$ cat config.mk
export PLATFORM = sky130hd
export DESIGN_NAME = servo_multi_ramp
export DESIGN_NICKNAME = d
export VERILOG_FILES = /design/src/rtl/servo_multi_ramp.sv
export SDC_FILE = /design/constraint.sdc
export NUM_CORES = 1
export LEC_CHECK = 0
export CELL_PAD_IN_SITES_DETAIL_PLACEMENT = 1
export CELL_PAD_IN_SITES_GLOBAL_PLACEMENT = 1
export CORE_ASPECT_RATIO = 0.7
export CORE_UTILIZATION = 40
export DETAILED_ROUTE_END_ITERATION = 12
export PLACE_DENSITY_LB_ADDON = 0.2
export SYNTH_ARGS = -nofsm -noshare
export SYNTH_HDL_FRONTEND = slang
export SYNTH_SLANG_ARGS = --single-unit
$ cat constraint.sdc
create_clock -name mclk -period 6.5 [get_ports mclk]
set_input_delay 1.95 -clock mclk [delete_from_list [all_inputs] [get_ports mclk]]
set_output_delay 1.95 -clock mclk [all_outputs]
set_load 0.02 [all_outputs]
$ cat src/rtl/servo_multi_ramp.sv
// servo_multi_ramp: multi-channel servo pulse generator with per-frame,
// rate-limited motion toward host-written target positions.
//
// Ports:
//   mclk        system clock
//   rst         asynchronous active-high reset
//   cmd_valid   position command valid
//   cmd_ready   command accepted on cmd_valid && cmd_ready (low while counter == 0)
//   cmd_ch      target channel; channels >= CHANNELS are accepted and dropped
//   cmd_pos     target position in cycles above MIN_CLKS (clamped to full travel)
//   busy        bit i set while pos[i] != target[i]
//   frame_tick  one-cycle pulse at each frame start
//   servo       PWM outputs, one per channel
//
// Build option: define SERVO_STAGGER_EN to offset channel i's pulse start by
// i*STAGGER_CLKS cycles. Without it all pulses rise together.
module servo_multi_ramp #(
    parameter int unsigned CHANNELS     = 4,
    parameter int unsigned FRAME_CLKS   = 1000000,
    parameter int unsigned MIN_CLKS     = 50000,
    parameter int unsigned MAX_CLKS     = 100000,
    parameter int unsigned STEP_CLKS    = 500,
    parameter int unsigned POS_W        = 17,
    parameter int unsigned STAGGER_CLKS = 125000
) (
    input  logic                                               mclk,
    input  logic                                               rst,
    input  logic                                               cmd_valid,
    output logic                                               cmd_ready,
    input  logic [((CHANNELS > 1) ? $clog2(CHANNELS) : 1)-1:0] cmd_ch,
    input  logic [POS_W-1:0]                                   cmd_pos,
    output logic [CHANNELS-1:0]                                busy,
    output logic                                               frame_tick,
    output logic [CHANNELS-1:0]                                servo
);

    localparam int unsigned CH_W   = (CHANNELS > 1) ? $clog2(CHANNELS) : 1;
    localparam int unsigned CNT_W  = (FRAME_CLKS > 1) ? $clog2(FRAME_CLKS) : 1;
    localparam int unsigned POSX_W = POS_W + 1;
    localparam int unsigned CMP_W  = ((CNT_W > POS_W) ? CNT_W : POS_W) + 2;
    localparam int unsigned RANGE  = MAX_CLKS - MIN_CLKS;

`ifdef SERVO_STAGGER_EN
    localparam bit STAGGER = 1'b1;
`else
    localparam bit STAGGER = 1'b0;
`endif

    localparam logic [POSX_W-1:0] STEP_X = POSX_W'(STEP_CLKS);
    localparam logic [POS_W-1:0]  RANGE_P = POS_W'(RANGE);

    logic [CNT_W-1:0]  counter;
    logic [POS_W-1:0]  pos        [CHANNELS];
    logic [POS_W-1:0]  target     [CHANNELS];
    logic [POS_W-1:0]  pos_nxt    [CHANNELS];
    logic [POS_W-1:0]  target_nxt [CHANNELS];
    logic [POSX_W-1:0] delta      [CHANNELS];
    logic [CMP_W-1:0]  phase      [CHANNELS];
    logic [CHANNELS-1:0] servo_nxt;
    logic [POS_W-1:0]  cmd_clamped;
    logic              accept;

    // Commands are refused only in the ramp-update cycle.
    assign cmd_ready   = (counter != '0);
    assign accept      = cmd_valid && cmd_ready;
    assign cmd_clamped = (cmd_pos > RANGE_P) ? RANGE_P : cmd_pos;

    // Target capture and once-per-frame ramp; POS_W+1 bit math cannot wrap.
    always_comb begin
        for (int i = 0; i < CHANNELS; i++) begin
            target_nxt[i] = target[i];
            pos_nxt[i]    = pos[i];
            delta[i]      = '0;
            if (accept && (cmd_ch == CH_W'(i))) begin
                target_nxt[i] = cmd_clamped;
            end
            if (counter == '0) begin
                if (target[i] > pos[i]) begin
                    delta[i] = POSX_W'(target[i]) - POSX_W'(pos[i]);
                    if (delta[i] > STEP_X) delta[i] = STEP_X;
                    pos_nxt[i] = POS_W'(POSX_W'(pos[i]) + delta[i]);
                end else if (target[i] < pos[i]) begin
                    delta[i] = POSX_W'(pos[i]) - POSX_W'(target[i]);
                    if (delta[i] > STEP_X) delta[i] = STEP_X;
                    pos_nxt[i] = POS_W'(POSX_W'(pos[i]) - delta[i]);
                end
            end
        end
    end

    // Per-channel phase (optionally staggered) and pulse compare.
    for (genvar g = 0; g < CHANNELS; g++) begin : g_ch
        localparam int unsigned OFF = STAGGER ? ((g * STAGGER_CLKS) % FRAME_CLKS) : 0;
        if (OFF == 0) begin : g_direct
            assign phase[g] = CMP_W'(counter);
        end else begin : g_offset
            assign phase[g] = (counter >= CNT_W'(OFF))
                            ? CMP_W'(counter) - CMP_W'(OFF)
                            : CMP_W'(counter) + CMP_W'(FRAME_CLKS - OFF);
        end
        assign servo_nxt[g] = (phase[g] < (CMP_W'(MIN_CLKS) + CMP_W'(pos[g])));
    end

    // Staggered pulses must all finish inside one frame.
    if (STAGGER && (((CHANNELS - 1) * STAGGER_CLKS + MAX_CLKS) > FRAME_CLKS)) begin : g_bad_stagger
        $error("servo_multi_ramp: (CHANNELS-1)*STAGGER_CLKS + MAX_CLKS exceeds FRAME_CLKS");
    end

    // Frame counter, registered outputs and per-channel state.
    always_ff @(posedge mclk or posedge rst) begin
        if (rst) begin
            counter    <= '0;
            frame_tick <= 1'b0;
            servo      <= '0;
            busy       <= '0;
            for (int i = 0; i < CHANNELS; i++) begin
                pos[i]    <= '0;
                target[i] <= '0;
            end
        end else begin
            counter    <= (counter == CNT_W'(FRAME_CLKS - 1)) ? '0 : counter + CNT_W'(1);
            frame_tick <= (counter == CNT_W'(FRAME_CLKS - 1));
            servo      <= servo_nxt;
            for (int i = 0; i < CHANNELS; i++) begin
                pos[i]    <= pos_nxt[i];
                target[i] <= target_nxt[i];
                busy[i]   <= (pos_nxt[i] != target_nxt[i]);
            end
        end
    end

endmodule

==> results.md, run 1 <==
* Post-synthesis mux area share at 1.17%
* CTS Root Cell: clkbuf_16
* First-pass GRT wire length at 193000 um
* Final Hold Viols at 0
* Worst VDD drop at 196 uV
* Global Route Usage Sum at 39.2%
* Critical path class: reg2reg
* Largest family of logic cells by synthesized area: compound AO/OA/AOI/OAI gates
* Synth Area in Compound Gates at roughly 28%
* Worst-margin pin slew at 1.10 ns
* Number of flops mapped to enable cells by yosys at 0
* Crit path top cell by count: buf_4
* Inst Count DP at 4989
* Clk sink count at 165
* Die Width at 303 um
* Pwr dens at between 150 and 200 mW/mm2
* Data required, critical path at roughly 7 ns
* Failing checks: setup timing
* Post-synth top area cell: ha_1
* Crit. End Element: flop
* Most Used Layer, Global Route: met2
* First-pass DRT Iterations at 5
* Hold_ws at 0.585 ns
* Total gr overflow at 0
* Mean post-synth cell area at 7.44 um2
* Worst-Skew Late Latency at 0.48 ns
* Vias per inst at 6.19
* Met1 GRT Util at 53.9%
* CTS tree: done
* Nets at 4608
* Top-Level Pins at 32
* Post-route setup slack at -0.537 ns
* Post-Synth Simple-Gate Area at 22.5%
* Yosys top cell area share at 16.3%
* Delay of the slowest critical-path stage at 0.44 ns
* Fraction of layout cells with a size suffix above 1 at 27.1%
* Leak at between 15 and 20 nW
* WL/cell at 25.5 um
* Warnings from Yosys at 0
* Crit path DAT at 7.39 ns
* Worst-path clk slew at 0.07 ns
* I/O Buffers at 31
* Residual DRC at 0
* Die height at around 210 um
* Vias in the first global route at 32200
* Crit share post-route at 108%
* FF+latch count, synth at 165
* Initial antenna violation count at 4
* Post-Synthesis Cells at 3417
* Die Area at 0.0646 mm2
* Largest net degree at the start of global routing at a little over 70
* Outcome: finished with violations
* Max-slew violation count at 0
* Fin crit period at 7.04 ns
* Final cell count without fillers at around 5100
* Unrepaired setup endpoints after global routing: true
* Drt initial violations at 3042
* Routed wire length at 130000 um
* Row count at 76
* Main synth FF type: dfrtp_1
* CTS hold repair buffers at 0
* Post-Syn Area at between 0.02 and 0.03 mm2
* Synth Area in XOR/XNOR at 8.75%
* Worst-path fanout max at 6
* Maximum clock path buffer count at 2
* Register area at 0.00413 mm2
* Hpwl dp at 104000 um
* Layout area overhead at 37.2%
* M2 GR Usage at 60.9%
* Multi-input logic area at 0.0215 mm2
* Sequential area share after synthesis at 16.2%
* Maximum level of the CTS H-tree at 4
* Final setup viols at 2
* Max Cap Viol at 0
* Routing usage on met3 at ~8.5%
* Vias at 31400
* Initial Utilization at 40.9%
* Post-DRT Antenna Nets at 0
* Fin Clk Skew at 0.0155 ns
* Worst hold path class: reg2reg
* Largest cells by area after synthesis: ha_1 (16%), dfrtp_1 (16%), a21oi_1 (6.2%)
* CTS buffer count at 17
* Core ar. at 0.0622 mm2
* Top-count cell post-synth: ha_1
* Post-synthesis cell type count at 104
* R2R setup slack at -0.54 ns
* Post-synth top cells: ha_1 (331), a21oi_1 (314), nand2_1 (300)
* Slowest CP cell: fa_1
* Max_slew headroom at around a quarter
* Fmax at between 100 and 150 MHz
* Ys async rst share at 100%
* RePlAce Congestion at just over 1
* Crit start category: flop
* Filler instances at 7743
* Post-synthesis adder-cell area fraction at 17.6%
kinds of logic after synthesis:
logic type | count (synthesis)
AO/OA/AOI/OAI | 1127
adder cells (fa/ha/maj) | 347
flip-flops | 165
buffers and inverters | 356
XOR/XNOR | 254
AND/OR/NAND/NOR | 1137
other | 2
multiplexers | 29
area by class of cell:
cell class / instances / share of cell area [%]
Multi-Input combinational cell: 2950 / 61.6
Timing Repair Buffer: 871 / 19.2
Sequential cell: 165 / 11.8
Tap cell: 819 / 2.94
Inverter: 234 / 2.55
Clock buffer: 19 / 1.30
Clock inverter: 13 / 0.520
Antenna cell: 3 / 0.0215
state kept, by name, indices dropped and copies added (netlist names):
register    cells
frame_tick      1
counter        20
target         68
pos            68
busy            4
servo           4
what timing repair did:
item | CTS | global route
pin swaps | 78 | 88
gates cloned | 0 | 0
buffers inserted | 21 | 29
setup endpoints to repair | 7 | 6
gates resized for setup | 161 | 141
cells in the final DEF, fill, tap and decap left out, drive strengths merged, types with 45 or more instances in the layout:
cell type  instances
conb              56
nor2b             61
inv              239
a21o             108
nor2             250
dfrtp            165
buf              840
nor3             101
nand3             90
xor2              83
a21oi            315
a31oi             45
nand4             68
xnor2            171
nand2            301
o21a              63
ha               331
o21ai            278
nand2b            45
metal layers:
metal | routed length [um] | vias up
met3 | 11100 | 309
li1 | - | 14100
met4 | 4340 | 12
met1 | 57400 | 15700
met2 | 56700 | 1387
met5 | 67 | -
report_power, final:
part           leakage (nW)  total [mW]  switching [mW]  internal (mW)
logic                  13.9        3.95            2.28           1.67
registers              2.04        1.18          0.0776           1.10
clock network         0.315        1.18           0.540          0.640
worst max-delay path, delay by kind of cell (launching register included):
kind | cells | cell delay (ns)
flip-flops | 1 | 0.40
AO/OA/AOI/OAI | 13 | 2.64
adder cells (fa/ha/maj) | 2 | 0.78
AND/OR/NAND/NOR | 9 | 2.07
buffers and inverters | 4 | 0.58
XOR/XNOR | 2 | 0.44
final timing paths:
check,to,start,depth (start not counted)
worst max-delay path,busy[0]$_DFF_PP0_,pos[54]$_DFF_PP0_,30
max in group asynchronous,target[29]$_DFF_PP0_,rst,3
min in group asynchronous,pos[38]$_DFF_PP0_,rst,2
worst min-delay path,target[50]$_DFF_PP0_,target[50]$_DFF_PP0_,1
worst max register to register,busy[0]$_DFF_PP0_,pos[54]$_DFF_PP0_,30
worst min register to register,target[50]$_DFF_PP0_,target[50]$_DFF_PP0_,1
metrics by stage:
step	instance area [um2]	setup TNS, ns	worst slack, ns	utilization, %	power, mW
2_1_floorplan	25600	-0.0232	-0.0232	-	3.13
3_3_place_gp	32400	-2.14	-0.870	52.2	4.62
3_5_place_dp	32400	-3.51	-1.09	52.2	4.75
4_1_cts	33900	-0.541	-0.277	54.6	6.05
5_1_grt	34900	-1.64	-0.727	56.1	6.60
6_report	34900	-0.823	-0.537	56.1	6.31
(Power assumes the default switching activity.)
==> run 2: changes to the inputs <==
Settings changed: CTS_CLUSTER_DIAMETER set to 30, RECOVER_POWER set to 50, SLEW_MARGIN set to 10.
==> results.md, run 2 (synthesized netlist as in run 1, its figures left out) <==
* I/O Buffers at 31
* Unrepaired setup endpoints after global routing: true
* Critical path class: reg2reg
* Most frequent cells in the layout: buf_4 (824), ha_1 (310), nand2_1 (299)
* Dpl cell area at 0.0324 mm2
* Cell-internal power at ~3.4 mW
* Initial Utilization at 40.9%
* First-pass DRT Iterations at 6
* Crit path top cell by count: buf_4
* Outcome: finished with violations
* Leak at 16.3 nW
* Data required, critical path at 6.85 ns
* Vias in the first global route at 32200
* P_sw at 2.90 mW
* Slowest CP cell: fa_1
* Worst VDD drop at 196 uV
* WL/cell at about 25 um
* Clk sink count at ~170
* Sequential power share at 18.7%
* Clock Power Share at 18.7%
* Sw Share at 45.9%
* Hpwl dp at just over 100000 um
* Setup TNS at -0.827 ns
* Die height at roughly 210 um
* FF-to-FF path depth at 30
* Total power draw at 6.31 mW
* Largest net degree at the start of global routing at 71
* Hold_ws at 0.588 ns
* Worst hold path class: reg2reg
* Biggest regs: pos x68, target x68, counter x20
* Crit start category: flop
* Fin crit period at 7.06 ns
* Worst-margin pin slew at 2.02 ns
* Die Width at 303 um
* Logic pwr share at 62.6%
* Post-DRT Antenna Nets at 0
* Total gr overflow at 0
* Core ar. at 0.0622 mm2
* Top-Level Pins at 32
* Vias at 31400
* Pre-CTS setup slack at -1.09 ns
* Maximum clock path buffer count at 2
* CTS tree: done
* Maximum level of the CTS H-tree at 4
* Final cell count without fillers at 5073
* Row count at between 70 and 80
* Fmax at 142 MHz
* Filler instances at about 7700
* Global Route Usage Sum at 39.2%
* Inst Count DP at roughly 5000
* Max-slew violation count at 170
* Fraction of layout cells with a size suffix above 1 at 27.1%
* Max_slew headroom at -34.6%
* Vias per inst at 6.18
* Worst-path clk slew at 0.07 ns
* Final Util at between 50% and 60%
* RePlAce Congestion at 1.02
* Fin Clk Skew at ~0.017 ns
* Routed wire length at 129000 um
* CTS Root Cell: clkbuf_16
* Failing checks: capacitance limit, slew limit, setup timing
* Cell area after layout at 0.0348 mm2
* Residual DRC at 0
* CTS buffer count at 17
* Commonest non-fill, non-tap cell in the layout: buf_4
* First-pass GRT wire length at 193000 um
* Crit. End Element: flop
* Nets at 4608
* Max Cap Viol at 3
* Drt initial violations at 2864
* Delay of the slowest critical-path stage at 0.44 ns
* Crit share post-route at 109%
* CTS hold repair buffers at 0
* Crit path DAT at between 7 and 8 ns
* Hold path depth at 1
* Worst-Skew Late Latency at 0.48 ns
* Final setup viols at 2
* Post-route setup slack at -0.557 ns
* Pwr dens at about 180 mW/mm2
* Layout area overhead at 37.1%
* Worst-path fanout max at 6
* Initial antenna violation count at 4
* Die Area at roughly 0.065 mm2
* Final Hold Viols at 0
## run 2: cell count changes in the layout (fill, tap and decap cells not counted), sizes merged
cell / previous run / this run
clkbuf: 19 / 21
buf: 840 / 838
diode: 3 / 2
dlygate4sd3: 0 / 2
clkdlybuf4s50: 31 / 29
## run 2: cell type report
cell class	count	area (um2)	area share, %
clock inverter	13	181	0.521
sequential	165	4130	11.9
antenna	2	5.00	0.0144
multi-input combinational	2950	21500	61.7
clock buffer	19	453	1.30
inverter	234	886	2.54
timing repair buffer	871	6680	19.2
tap	819	1020	2.94
## run 2: what timing repair did
action                                  CTS  global route
cloned                                    0             0
gates resized for setup                 161           141
endpoints found under the setup margin    7             6
pin swaps                                78            88
setup buffers                            21            29
## run 2: layer usage
metal	global-route usage [%]	wire length (um)	vias up	share of wire, %
met5	0	56	-	0.043
met4	12.0	4260	10	3.3
met3	8.53	11400	291	8.8
met2	60.9	56500	1340	44
met1	53.9	57100	15700	44
li1	-	-	14100	-
## run 2: worst max-delay path, delay by kind of cell, from the launching register on
kind | cells | cell delay (ns)
xor gates and xnor gates | 2 | 0.45
DFF | 1 | 0.40
buffers and inverters | 4 | 0.58
AOI/OAI and AO/OA | 13 | 2.60
and+or+nand+nor | 9 | 2.11
adders and majority gates | 2 | 0.77
## run 2: power groups by stage
stage	clock network, mW	logic (mW)	registers (mW)
final	1.18	3.95	1.18
after global routing	1.21	4.20	1.19
after CTS	1.18	3.70	1.17
after detailed placement	0	3.55	1.19
after global placement	0	3.43	1.19
after floorplan	0	1.94	1.19
## run 2: path summary, 6_finish.rpt
check	slack, ns	end	startpoint
min in group asynchronous	2.39	pos[38]$_DFF_PP0_	rst
worst max-delay path	-0.56	busy[0]$_DFF_PP0_	pos[54]$_DFF_PP0_
worst min-delay path	0.59	target[50]$_DFF_PP0_	target[50]$_DFF_PP0_
max in group asynchronous	1.32	pos[21]$_DFF_PP0_	rst
worst max register to register	-0.56	busy[0]$_DFF_PP0_	pos[54]$_DFF_PP0_
worst min register to register	0.59	target[50]$_DFF_PP0_	target[50]$_DFF_PP0_
